$ cat src/rtl/log2_lut_arbiter.sv
// log2_lut_arbiter: round-robin share of one log2 fraction LUT behind a
// 2-stage valid/ready pipe. Each result carries its requester ID.
// Ports: clock, resetN (async, active-low); req_valid/req_data/req_ready
// per requester (lane i at req_data[i*IN_W +: IN_W]); out_valid/out_data/
// out_id/out_ready downstream.
// Optional: define LOG2_LUT_ARBITER_STATS_EN to add stat_grants (16 bits
// per requester) and stat_stall, saturating counters.
module log2_lut_arbiter #(
  parameter int NUM_REQ = 4,
  parameter int ID_W    = $clog2(NUM_REQ),
  parameter int IN_W    = 8,
  parameter int OUT_W   = 5
) (
  input  logic                    clock,
  input  logic                    resetN,
  input  logic [NUM_REQ-1:0]      req_valid,
  input  logic [NUM_REQ*IN_W-1:0] req_data,
  output logic [NUM_REQ-1:0]      req_ready,
  output logic                    out_valid,
  output logic [OUT_W-1:0]        out_data,
  output logic [ID_W-1:0]         out_id,
`ifdef LOG2_LUT_ARBITER_STATS_EN
  output logic [NUM_REQ*16-1:0]   stat_grants,
  output logic [15:0]             stat_stall,
`endif
  input  logic                    out_ready
);

  // Code k is reached once x clears the round-to-nearest point
  // 256*(2^((k-0.5)/16)-1); counting cleared thresholds gives a
  // monotonic map that tops out at 16.
  localparam logic [7:0] THR [16] = '{
    8'd6,   8'd18,  8'd30,  8'd42,
    8'd56,  8'd69,  8'd84,  8'd99,
    8'd114, 8'd131, 8'd148, 8'd166,
    8'd184, 8'd204, 8'd224, 8'd246
  };

  function automatic logic [OUT_W-1:0] lut(
    input logic [IN_W-1:0] x
  );
    logic [OUT_W-1:0] n;
    n = '0;
    for (int k = 0; k < 16; k++) begin
      if (x >= THR[k]) n = n + OUT_W'(1);
    end
    return n;
  endfunction

  logic              s1_valid;
  logic [IN_W-1:0]   s1_data;
  logic [ID_W-1:0]   s1_id;
  logic [ID_W-1:0]   rr_ptr;
  logic              s1_adv;
  logic              s2_adv;

  logic [NUM_REQ-1:0] gnt;
  logic [NUM_REQ-1:0] hs_vec;
  logic               hs;
  logic [ID_W-1:0]    gnt_id;
  logic [IN_W-1:0]    sel_data;
  logic [ID_W:0]      idx;
  logic               found;

  assign s2_adv = !out_valid | out_ready;
  assign s1_adv = !s1_valid | s2_adv;

  // Search starts one past the last winner and wraps.
  always_comb begin
    gnt   = '0;
    found = 1'b0;
    idx   = '0;
    for (int off = 1; off <= NUM_REQ; off++) begin
      idx = {1'b0, rr_ptr} + (ID_W+1)'(off);
      if (idx >= (ID_W+1)'(NUM_REQ))
        idx = idx - (ID_W+1)'(NUM_REQ);
      if (!found && req_valid[idx[ID_W-1:0]]) begin
        gnt[idx[ID_W-1:0]] = 1'b1;
        found = 1'b1;
      end
    end
  end

  assign req_ready = gnt & {NUM_REQ{s1_adv}};
  assign hs_vec    = req_valid & req_ready;
  assign hs        = |hs_vec;

  always_comb begin
    gnt_id   = '0;
    sel_data = '0;
    for (int i = 0; i < NUM_REQ; i++) begin
      if (gnt[i]) gnt_id = ID_W'(i);
      sel_data = sel_data |
        (req_data[i*IN_W +: IN_W] & {IN_W{gnt[i]}});
    end
  end

  always_ff @(posedge clock or negedge resetN) begin
    if (!resetN) begin
      s1_valid <= 1'b0;
      s1_data  <= '0;
      s1_id    <= '0;
      rr_ptr   <= ID_W'(NUM_REQ-1);
    end else if (hs) begin
      s1_valid <= 1'b1;
      s1_data  <= sel_data;
      s1_id    <= gnt_id;
      rr_ptr   <= gnt_id;
    end else if (s1_adv) begin
      s1_valid <= 1'b0;
    end
  end

  always_ff @(posedge clock or negedge resetN) begin
    if (!resetN) begin
      out_valid <= 1'b0;
      out_data  <= '0;
      out_id    <= '0;
    end else if (s2_adv) begin
      out_valid <= s1_valid;
      out_data  <= lut(s1_data);
      out_id    <= s1_id;
    end
  end

`ifdef LOG2_LUT_ARBITER_STATS_EN
  always_ff @(posedge clock or negedge resetN) begin
    if (!resetN) begin
      stat_grants <= '0;
      stat_stall  <= '0;
    end else begin
      for (int i = 0; i < NUM_REQ; i++) begin
        if (hs_vec[i] &&
            stat_grants[i*16 +: 16] != 16'hFFFF)
          stat_grants[i*16 +: 16] <=
            stat_grants[i*16 +: 16] + 16'd1;
      end
      if (out_valid && !out_ready &&
          stat_stall != 16'hFFFF)
        stat_stall <= stat_stall + 16'd1;
    end
  end
`endif

endmodule

$ cat config.mk
export PLATFORM = sky130hd
export DESIGN_NAME = log2_lut_arbiter
export DESIGN_NICKNAME = d
export VERILOG_FILES = /design/src/rtl/log2_lut_arbiter.sv
export SDC_FILE = /design/constraint.sdc
export NUM_CORES = 1
export LEC_CHECK = 0
export ABC_AREA = 1
export BUFFER_PORTS_ARGS = -buffer_cell sky130_fd_sc_hd__buf_2
export CORE_ASPECT_RATIO = 0.8
export CORE_MARGIN = 2
export CORE_UTILIZATION = 50
export CTS_CLUSTER_DIAMETER = 40
export DETAILED_ROUTE_END_ITERATION = 6
export HOLD_SLACK_MARGIN = 0.05
export MAX_ROUTING_LAYER = met4
export PLACE_DENSITY_LB_ADDON = 0.12
export SKIP_LAST_GASP = 1
export SLEW_MARGIN = 40
export SYNTH_ARGS = -nofsm -noshare
export SYNTH_HDL_FRONTEND = slang
export SYNTH_SLANG_ARGS = --single-unit
$ cat constraint.sdc
create_clock -name clock -period 18.97 [get_ports clock]
set_input_delay 0.9485 -clock clock [delete_from_list [all_inputs] [get_ports clock]]
set_output_delay 0.9485 -clock clock [all_outputs]
set_load 0.01 [all_outputs]
# Word-level counts from Yosys, hierarchy flattened
# Index checks and enable logic that the tools add are counted.
# classes
add_sub_neg,23
magnitude_cmp,28
muxes,63
n_bitwise,14
reduce_logical,14
# op_table
operator,n
$mux W5,30
$add A5 B1 Y5 const B,15
$ge A8 B8 Y1 const B,7
$and A8 B8 Y8,4
$ge A8 B7 Y1 const B,4
$or A8 B8 Y8,3
$ge A8 B5 Y1 const B,2
$ge A8 B6 Y1 const B,2
$mux W4,4
$mux W1,15
$ge A3 B3 Y1 const B,4
$lt A2 B3 Y1 const B,4
$mux W2,6
$or A4 B4 Y4,3
$and A4 B4 Y4,2
$bmux W1 S2,4
$demux W1 S2,4
$ge A2 B1 Y1 const B,4
$ge A8 B3 Y1 const B,1
$sub A2 B1 Y2 const B,4
$logic_and A1 B1 Y1,7
$add A2 B2 Y3 const B,2
$logic_not A1 Y1,5
$reduce_or A4 Y1,1
4 further kinds,5
# totals
register_bits,21
in_bits,39
out_inout_bits,12
wordCells,149

# Depth between registers and ports, before layout
# logic_depth
depth_word,47
depth_mapped,61
depth_no_buf,60

# Least setup slack after synthesis
# OpenSTA, ideal clock, no wires.
# synth_timing
kind,register to register
start,register s1_data[2]
end,register out_data[4]
setup_time_ns,0.119
arrival_ns,8.768
required_time_ns,18.851
slack_ns,10.083
path_stages_with_launch,61
path_buffers,0
period_less_slack_ns,8.887
cell_sequence,dfrtp_1 nor2_1 inv_1 nor2_1 o211ai_1 inv_1 ha_1 inv_1 nand2_2 nand2_1 ha_1 nand2_1 nand2_1 ha_1 or2_0 nand2_1 inv_1 ha_1 [... 25 more ...] or2_2 nand2_1 inv_1 ha_1 or2_2 nand2_1 inv_1 ha_1 nand2_1 o21ai_0 ha_1 nand2_1 nor2_2 inv_1 nor2_2 nand3_1 nand3_1 nand2_1
# synth_via
elab_chain_len,47
elab_cells_between_ends,62
classes_between,add/sub (15); order compare (16); mux (31)
# synth_rtl
item,line_no,source
"start, declared",51,logic [IN_W-1:0] s1_data;
"start signal, assigned",106,s1_data <= sel_data;
$ge A8 B3 Y1,45,if (x >= THR[k]) n = n + OUT_W'(1);
$mux W1,45,
$mux W5,119,end else if (s2_adv) begin
$add A5 B1 Y5,45,
$mux W5,45,
$mux W5,119,
$add A5 B1 Y5,45,
$mux W5,45,
[... 31 more ...],n/a,
$add A5 B1 Y5,45,
$mux W5,45,
$mux W5,119,
$add A5 B1 Y5,45,
$mux W5,45,
$mux W5,119,
$add A5 B1 Y5,45,
$mux W5 (*),45,
"end signal, assigned",121,out_data <= lut(s1_data);
"end, declared",20,"output logic [OUT_W-1:0] out_data,"
# Mark *: on every way between the ends. The rest lies on a longest branch, timed or not. The select of a mux whose other input is x is not followed.
# A chain may end at the register's enable or synchronous reset.

# Final worst setup path
# layout_timing
start,register s1_data[3]
end,register out_data[4]
# Same word-level chain as after synthesis.

==> impl_metrics.toml <==
[status]
outcome = "finished clean"

[critical_path]
required_ns = 19.12
crit_path_start_kind = "flop"
slowest_stage = "dfrtp_1"
cp_max_fo = 7
crit_arrival_ns = 9.71
end_kind = "flop"
slowest_delay_ns = 0.46
critPathKind = "reg2reg"
crit_top_cell = "nand2_1"

[yosys]
synth_top_area_share = 0.261
seq_area_frac_synth = 0.167
netlist_top_cells_count = "219 x nand2_1, 111 x inv_1, 57 x nand3_1, 37 x nor2_1, 30 x o21ai_0"
yosysTopAreaCell = "nand2_1"
synth_warnings = 0
ys_ff_latch = 21
netlist_area_um2 = 3150
netlist_instances = 582
synth-main-ff-cell = "dfrtp_1"
synthesis.nets = 640
syn_avg_cell_area_um2 = 5.42
synth_async_sr_flop_share = 1.00
yosysMostFrequentCell = "nand2_1"
synth_cell_types = 30
synth_edf_count = 0
yosys-top-cells-area = "nand2_1 26%, dfrtp_1 15%, inv_1 13%, nand3_1 9.0%, ha_1 7.5%"

[timing]
fin_worst_skew_ns = 0.00576
hold_viol = 0
period_minus_slack_ns = 9.57
fin_setup_tns_ns = 0
relSlewSlack = 0.548
tightest_slew_ns = 0.673
finalSetupViolations = 0
rsz0062_at_grt = "false"
max_freq_mhz = 105
hold_ws_ns = 0.479
final_max_slew_viol_count = 0
fin_crit_sh = 0.504

[final_layout]
antenna_cells = 0
drive_gt1_frac = 0.158
final_cells = 713
synthToLayoutAreaGrowth_pct = 12.3
final_core_util = 0.590
finalNetCount = 691

[clocking]
cts_tree = "done"
htree_num_levels = 1
cts_buffers = 3
cts_sinks = 21
ctsHoldBuffers = 0
cts_max_path_buffers = 2
cts_resized = 0
insertion_delay_ns = 0.26
cts_setup_buffers = 0
clkTransAtPathRegs_ns = 0.08
root_buffer = "clkbuf_8"

[global_routing]
grt_usage = 0.216
grt.overflow.total = 0
grt_pass1_wl_um = 12400
grt_max_degree = 22
first_global_vias = 3127
antenna_found_initial = 0

[placement]
dp.cells = 709
routabilityCongestion = 0.913
dpl.hpwl_um = 5850
portBuffers = 50

[routing]
drt.antenna.violating_nets = 0
via_per_inst = 4.80
post_drt_wl_per_cell_um = 9.69
drc = 0
drt_wl_total_um = 6910
vias = 3420
dr.first_iter.drc_count = 156
drtPass1Iterations = 4

[floorplanning]
fp-row-count = 25
ioPinCount = 51
die_area_um2 = 6960
start_util = 0.525
core_area_um2 = 6010
die_h_um = 75.0
die_w_um = 92.8

[job]
max-cap-violations = 0

[hold_path]
min-delay-path-class = "reg2reg"
critical path: cells and delay by family, from the launching register on:
family                     cells  cell delay (ns)
AOI/OAI and AO/OA              3             0.58
adders and majority gates     14             3.69
buffers and inverters         12             0.73
DFF                            1             0.46
and+or+nand+nor               31             3.98
routing by layer:
metal | vias to the layer above | global-route usage | wire length [um]
li1 | 1909 | - | -
met1 | 1437 | 0.284 | 3590
met2 | 66 | 0.374 | 3000
met3 | 8 | 0.0170 | 284
met4 | 0 | 0.0376 | 42
met5 | - | - | 0
registers in the layout, indices dropped and copies added (netlist names):
name,flops
s1_id,2
out_valid,1
out_data,5
rr_ptr,2
s1_valid,1
out_id,2
s1_data,8
path summary, 6_finish.rpt:
check / endpoint / slack [ns] / depth (start not counted) / start
max: out_data[4] / 9.40 / 60 / s1_data[3]
min: out_valid / 0.48 / 2 / s1_valid
max reg2reg: out_data[4] / 9.40 / 60 / s1_data[3]
min reg2reg: out_valid / 0.48 / 2 / s1_valid
max in group asynchronous: rr_ptr[1] / 18.01 / 1 / resetN
min in group asynchronous: out_valid / 0.62 / 1 / resetN
placed cells by master (no fill, tap or decap), types with 5 or more instances in the layout:
| cell | count |
|---|---|
| o21ai_0 | 30 |
| a221oi_1 | 8 |
| or2_2 | 6 |
| dfrtp_1 | 19 |
| nor2_2 | 7 |
| nand2_2 | 17 |
| a21oi_1 | 6 |
| nand3b_1 | 6 |
| inv_1 | 111 |
| nand2_1 | 219 |
| inv_2 | 5 |
| nand4_1 | 5 |
| buf_2 | 50 |
| nor2_1 | 36 |
| ha_1 | 19 |
| nand3_1 | 57 |
final cells by class:
cell class | count | area (um2)
timing repair buffer | 52 | 265
clock inverter | 1 | 7.51
sequential | 21 | 528
fill | 648 | 2460
clock buffer | 3 | 41.3
multi-input combinational | 438 | 2160
tap | 81 | 101
inverter | 117 | 439
metrics by stage:
| stage | area (um2) | setup WS [ns] |
|---|---|---|
| 2_1_floorplan | 3150 | 10.08 |
| 3_3_place_gp | 3490 | 9.72 |
| 3_5_place_dp | 3490 | 9.46 |
| 4_1_cts | 3540 | 9.41 |
| 5_1_grt | 3540 | 8.61 |
| 6_report | 3540 | 9.40 |
cell families after synthesis:
group | count (synthesis) | synth area share
flip-flops | 21 | 0.167
buffers and inverters | 123 | 0.149
adder cells (fa/ha/maj) | 19 | 0.0754
AO/OA/AOI/OAI | 55 | 0.100
AND/OR/NAND/NOR | 364 | 0.508
Power is not shown: default switching activity piles up to over one toggle a cycle in this logic, so the estimate is an artifact.
